`config.mk`:
```
export PLATFORM = sky130hd
export DESIGN_NAME = universal_shift_engine
export DESIGN_NICKNAME = d
export VERILOG_FILES = /design/src/rtl/universal_shift_engine.sv
export SDC_FILE = /design/constraint.sdc
export NUM_CORES = 1
export LEC_CHECK = 0
export ABC_AREA = 1
export BUFFER_PORTS_ARGS = -buffer_cell sky130_fd_sc_hd__buf_2
export CORE_MARGIN = 3
export CORE_UTILIZATION = 54
export DETAILED_ROUTE_END_ITERATION = 10
export GPL_TIMING_DRIVEN = 1
export PLACE_DENSITY = 0.83
export SLEW_MARGIN = 5
export SYNTH_ARGS = -nofsm -noshare
export SYNTH_HDL_FRONTEND = slang
export SYNTH_SLANG_ARGS = --single-unit
```
`constraint.sdc`:
```
create_clock -name clk -period 1.7 [get_ports clk]
set_input_delay 0.085 -clock clk [delete_from_list [all_inputs] [get_ports clk]]
set_output_delay 0.085 -clock clk [all_outputs]
set_load 0.05 [all_outputs]
```
`src/rtl/universal_shift_engine.sv`:
```
// Multi-cycle universal shift register: parallel load, then N single-bit shifts
// (logical/arithmetic/rotate/serial fill) under a start/busy/done handshake.
module universal_shift_engine #(
  parameter  int unsigned WIDTH = 8,
  localparam int unsigned CNT_W = $clog2(WIDTH) + 1
) (
  input  logic             clk,
  input  logic             reset,
  input  logic             load,
  input  logic [WIDTH-1:0] parallel_in,
  input  logic             start,
  input  logic             dir,
  input  logic [1:0]       mode,
  input  logic [CNT_W-1:0] amount,
  input  logic             ser_in,
  output logic [WIDTH-1:0] q,
  output logic             shift_out,
  output logic             busy,
  output logic             done
);

  typedef enum logic [1:0] {
    IDLE  = 2'd0,
    SHIFT = 2'd1,
    DONE  = 2'd2
  } state_t;

  localparam logic [1:0] MODE_LOG = 2'b00;
  localparam logic [1:0] MODE_ARI = 2'b01;
  localparam logic [1:0] MODE_ROT = 2'b10;

  state_t           state_q, state_d;
  logic [WIDTH-1:0] q_q, q_d;
  logic [CNT_W-1:0] rem_q, rem_d;
  logic             dir_q, dir_d;
  logic [1:0]       mode_q, mode_d;
  logic             so_q, so_d;
  logic             busy_q, done_q;

  logic             out_bit;
  logic             fill_bit;
  logic [WIDTH-1:0] shifted;

  // Single-bit shift datapath driven only by the latched operation fields
  always_comb begin
    out_bit  = dir_q ? q_q[0] : q_q[WIDTH-1];
    fill_bit = 1'b0;
    case (mode_q)
      MODE_LOG: fill_bit = 1'b0;
      MODE_ARI: fill_bit = dir_q ? q_q[WIDTH-1] : 1'b0;
      MODE_ROT: fill_bit = out_bit;
      default:  fill_bit = ser_in;
    endcase
    shifted = dir_q ? {fill_bit, q_q[WIDTH-1:1]} : {q_q[WIDTH-2:0], fill_bit};
  end

  always_comb begin
    state_d = state_q;
    q_d     = q_q;
    rem_d   = rem_q;
    dir_d   = dir_q;
    mode_d  = mode_q;
    so_d    = so_q;
    case (state_q)
      IDLE: begin
        if (load) begin
          q_d = parallel_in;
        end else if (start) begin
          dir_d   = dir;
          mode_d  = mode;
          rem_d   = amount;
          state_d = (amount == CNT_W'(0)) ? DONE : SHIFT;
        end
      end
      SHIFT: begin
        q_d   = shifted;
        so_d  = out_bit;
        rem_d = rem_q - CNT_W'(1);
        if (rem_q == CNT_W'(1)) begin
          state_d = DONE;
        end
      end
      DONE:    state_d = IDLE;
      default: state_d = IDLE;
    endcase
  end

  // busy/done are registered copies of the next state so they align with it
  always_ff @(posedge clk or posedge reset) begin
    if (reset) begin
      state_q <= IDLE;
      q_q     <= '0;
      rem_q   <= '0;
      dir_q   <= 1'b0;
      mode_q  <= 2'b00;
      so_q    <= 1'b0;
      busy_q  <= 1'b0;
      done_q  <= 1'b0;
    end else begin
      state_q <= state_d;
      q_q     <= q_d;
      rem_q   <= rem_d;
      dir_q   <= dir_d;
      mode_q  <= mode_d;
      so_q    <= so_d;
      busy_q  <= (state_d == SHIFT);
      done_q  <= (state_d == DONE);
    end
  end

  assign q         = q_q;
  assign shift_out = so_q;
  assign busy      = busy_q;
  assign done      = done_q;

endmodule

```
# ---- After elaboration in Yosys (flattened, before gate mapping)
# Index checks and enable logic that the tools add are counted.
dict set report totals {
  word_cells 40
  output_inout_bits 11
  reg_bits 20
  inputBits 20
}
dict set report classes {
  n_reduce_logical 7
  add_sub_neg 1
  n_mux 14
  bitwise_logic 1
  eq_ne 9
}
# operator count
set op_table {}
lappend op_table {{2-to-1 mux 8 bit} 2}
lappend op_table {{case mux 8 bit (2 select lines)} 1}
lappend op_table {{2-to-1 mux 2 bit} 4}
lappend op_table {{2-to-1 mux 4 bit} 2}
lappend op_table {{case mux 4 bit (2 select lines)} 1}
lappend op_table {{equality test 2 x 1 -> 1 bit (second input constant)} 3}
lappend op_table {{inequality test 2 bit (second input constant)} 3}
lappend op_table {{AND reduction 3 bit} 2}
lappend op_table {{equality test 2 bit (second input constant)} 2}
lappend op_table {{equality test 4 x 1 -> 1 bit (second input constant)} 1}
lappend op_table {{zero test 2 bit} 2}
lappend op_table {{zero test 4 bit} 1}
lappend op_table {{case mux 2 bit (2 select lines)} 1}
lappend op_table {{subtractor 4 x 1 -> 4 bit (second input constant)} 1}
lappend op_table {{case mux 1 bit (3 select lines)} 1}
lappend op_table {{2-to-1 mux 1 bit} 2}
lappend op_table {{AND reduction 2 bit} 1}
lappend op_table {{nonzero test 2 bit} 1}
lappend op_table {{inverter 1 bit} 1}

# ---- Longest topological paths before layout
dict set report logic_depth {
  ltp_word 6
  ltp_mapped 7
  depth_no_buf 7
}

# ---- Worst setup path before layout
# Ideal clock, no wire load.
dict set report synth_timing {
  path_kind {reg-to-reg}
  startpoint {register q_q[0] (netlist: q[0])}
  endpoint {register q_q[7] (netlist: q[7])}
  slack_ns 0.490
  t_arrival_ns 1.133
  path_stages_with_launch 7
  n_path_buf 0
  period_less_slack_ns 1.210
  required_ns 1.622
  setup_ns 0.078
  cell_sequence {dfrtp_1 nand2_1 nand3_1 nand3_1 nand2_1 nand2_1 a21oi_1}
}
dict set report synth_via {
  elab_chain_cells 4
}
# item line
set synth_lines {}
lappend synth_lines {{from (decl)} 33} ;# logic [WIDTH-1:0] q_q, q_d;
lappend synth_lines {{from (signal assigned)} 101} ;# q_q <= q_d;
lappend synth_lines {{2-to-1 mux 1 bit} 46} ;# out_bit = dir_q ? q_q[0] : q_q[WIDTH-1];
lappend synth_lines {{case mux 1 bit (3 select lines)} 48} ;# case (mode_q)
lappend synth_lines {{2-to-1 mux 8 bit} 54} ;# shifted = dir_q ? {fill_bit, q_q[WIDTH-1:1]} : {q_q[WIDTH-2:0], fill_bit};
lappend synth_lines {{case mux 8 bit (2 select lines)} 64} ;# case (state_q)
# No other way between the ends.
# A chain may end at the register's enable or synchronous reset.

# ---- Worst setup path after layout
dict set report layout_timing {
  startpoint {register state_q[0]}
  endpoint {register q_q[2] (netlist: q[2])}
}
dict set report layout_via {
  elab_chain_cells 3
  elab_cells_between_ends 6
  classes_between {eq/ne: 2; mux: 1; reduce/logical: 3}
}
# item line
set layout_lines {}
lappend layout_lines {{from (decl)} 32} ;# state_t state_q, state_d;
lappend layout_lines {{from (signal assigned)} 100} ;# state_q <= state_d;
lappend layout_lines {{equality test 2 x 1 -> 1 bit or zero test 2 bit (tied branches)} 64}
lappend layout_lines {{nonzero test 2 bit (no source line) or inequality test 2 bit (tied branches)} n/a}
lappend layout_lines {{AND reduction 2 bit (no source line)} n/a}
# Several ways; a longest one is shown, not always the timed one.

==> metrics.txt <==
Core Region=1783 um^2; post-synthesis instance total=136; mux contribution to synthesized area=0; I/O Buffers=30; f_max=706.2 MHz; Mapped Area=1054 um^2; largest family of logic cells by synthesized area=simple AND/OR/NAND/NOR gates; first-pass GRT wire length=4229 um; Synth Area in XOR/XNOR=0; CP Buf/Inv Count=2; largest net degree at the start of global routing=21; die area=2517 um^2; Inserted Clock Buffers=3; Setup crit end kind=register; met3 WL=111 um; gpl congestion=0.8423; Yosys reg bits=20; area occupied by multi-input gates=471.7 um^2; First-pass DRT Iterations=4; Adder-Cell Fraction of Synth Area=0.02375; M1 WL=1030 um; launch point of the worst path=state_q[0]; P_leak=0.6520 nW; CP Max Fanout=15; CP required=1940 ps; Yosys cell types=20; CTS Sinks=20; Simple-Gate Fraction of Synth Area=0.2162; Via Count=1020; GR Util All Layers=0.2179; Slew HR=0.4907; Power Density=2144 nW/um^2; Ports=31; reg-to-reg startpoint=state_q[0]; Residual DRC=0; Slew @ Worst Pin=763.2 ps; Diodes inserted=0; CP arrival=1660 ps; post-CTS setup buffers=0; Finish-stage setup viols=0; Starting Density=0.5909; DIE WIDTH=50.17 um; Setup Skew=1.845 ps; synthesized area per cell=7.746 um^2; number of global-route vias before repair=1024; kind of critical path=register to register; outcome=finished, final reports clean; critical path, cell by cell=inv_2 -> nor2_4 -> inv_2 -> a21oi_1 -> o21ai_0 -> a21oi_1; DRT antenna net count=0; CTS tree=yes; Syn-to-layout area delta=22.09%; Iteration-0 DRC Markers=27; register area=500.5 um^2; nets@finish=193; met2 routed WL=1265 um; leading area contributor after synthesis=dfrtp_1; Post-Route WL=2429 um; max-cap violations=0; top post-synthesis cells by area=dfrtp_1, nand2_1, a21oi_1, o21ai_0, nor2_1; Min Hold Slack=46.50 ps; worst hold start=amount[2]; RSZ-0062 raised after global routing=false; Fillers=145; final hold viol count=0; Final Max Tran Viols=0; H-tree lvl count=1; Mapped Nets=158; clk buf depth=2; CP top delay family=compound AO/OA/AOI/OAI gates; highest metal used=met4; share of the synthesized area in the top cell type=0.4751; Hold Path Class=input port to register; Max stage delay cell, worst path=dfrtp_1; R2R Setup Slk=280 ps; die height=50.17 um; Tmin final=1416 ps; std cell rows=15; area fraction in compound gates after synthesis=0.2043; GRT overflow=0; number of antenna violations at the first check in global routing=0; max incr delay on CP=410 ps; Via density=5.231; Clock Latency Late Sink=300 ps; setup tns final=0 ps; Routed wire per std cell=12.46 um; clock slew at reported path FFs=110 ps; VDD IR max=1.138 mV; share of cells above drive strength 1=0.2294; synth warn=0; Critical Path Source Type=register; Detail Placement HPWL=1783 um; register area share after synthesis=0.4751; root buf cell=clkbuf_4; Final period util=0.8330
-- state kept, by name, indices dropped and copies added, names as in the netlist --
| name | cells |
|---|---|
| busy | 1 |
| dir_q | 1 |
| done | 1 |
| mode_q | 2 |
| q | 8 |
| rem_q | 4 |
| shift_out | 1 |
| state_q | 2 |
-- metal layers --
metal / global-route usage / vias to the layer above
met2: 0.3870 / 25
met5: 0 / -
li1: - / 518
met3: 0.03858 / 4
met4: 0.09217 / 0
met1: 0.2548 / 473
-- kinds of logic (layout without fill, tap and decap cells) --
| family | after synthesis | after routing |
|---|---|---|
| AO/OA/AOI/OAI | 40 | 40 |
| adder cells (fa/ha/maj) | 2 | 2 |
| flip-flops | 20 | 20 |
| AND/OR/NAND/NOR | 55 | 55 |
| buffers and inverters | 19 | 53 |
-- report_power, final --
part | switching, mW | leakage, nW | total (mW) | internal, mW
Sequential | 0.211 | 0.241 | 0.921 | 0.710
Clock | 0.150 | 0.0210 | 0.281 | 0.131
Combinational | 1.10 | 0.390 | 1.56 | 0.453
-- per-stage QoR --
| stage | total power, mW | std cells | setup WS [ps] | util | cell area, um^2 |
|---|---|---|---|---|---|
| after CTS | 2.763 | 195 | 144.5 | 0.7193 | 1282 |
| final | 2.758 | 195 | 283.9 | 0.7214 | 1286 |
| after global placement | 2.422 | 187 | 203.9 | 0.6765 | 1206 |
| after detailed placement | 2.476 | 187 | 159.9 | 0.6765 | 1206 |
| after floorplan | 2.165 | 136 | 489.7 | - | 1054 |
| after global routing | 3.003 | 195 | 144.0 | 0.7214 | 1286 |
-- cell usage in the layout, fill, tap and decap left out, drive strengths merged --
cell type,instances
dfrtp,20
o221ai,1
nand3b,1
a21oi,16
nor2,17
ha,2
inv,15
o21ai,18
buf,30
o211ai,2
nand2,31
nand3,5
a22oi,2
a31oi,1
clkbuf,4
nor3b,1
dlygate4sd3,4
-- worst min-delay path, stage by stage --
cell	delay (ps)
buf_2	90
nand2_1	50
o211ai_1	90
-- cell usage after synthesis --
library cell and n:
nand3b_1 1, inv_1 12, nor2_1 16, nand2_1 31
ha_1 2, buf_2 2, nor3b_1 1, o21ai_0 16
a22oi_1 2, inv_2 3, dfrtp_1 20, a21oi_1 16
o21ai_1 2, o211ai_1 2, nor2_4 1, o221ai_1 1
a31oi_1 1, buf_4 1, nand3_1 5, buf_6 1
-- layout make-up --
class,count,area share
inverter,15,0.04377
tap,25,0.02432
multi-input combinational,97,0.3667
clock buffer,4,0.02821
sequential,20,0.3891
timing repair buffer,34,0.1479
-- worst paths after layout --
path                            endpoint  depth (start not counted)
worst min-delay path            rem_q[2]                          3
min in group asynchronous       rem_q[1]                          3
worst min register to register      q[1]                          2
max in group asynchronous       rem_q[3]                          3
worst max register to register      q[2]                          6
worst max-delay path                q[2]                          6
-- repair_timing --
item | 4_1_cts | 5_1_grt
endpoints found under the setup margin | 0 | 2
hold buffers | 4 | 0
gates resized for setup | 0 | 1
endpoints found under the hold margin | 23 | 0
No activity file was read; power rests on OpenSTA's default activity.
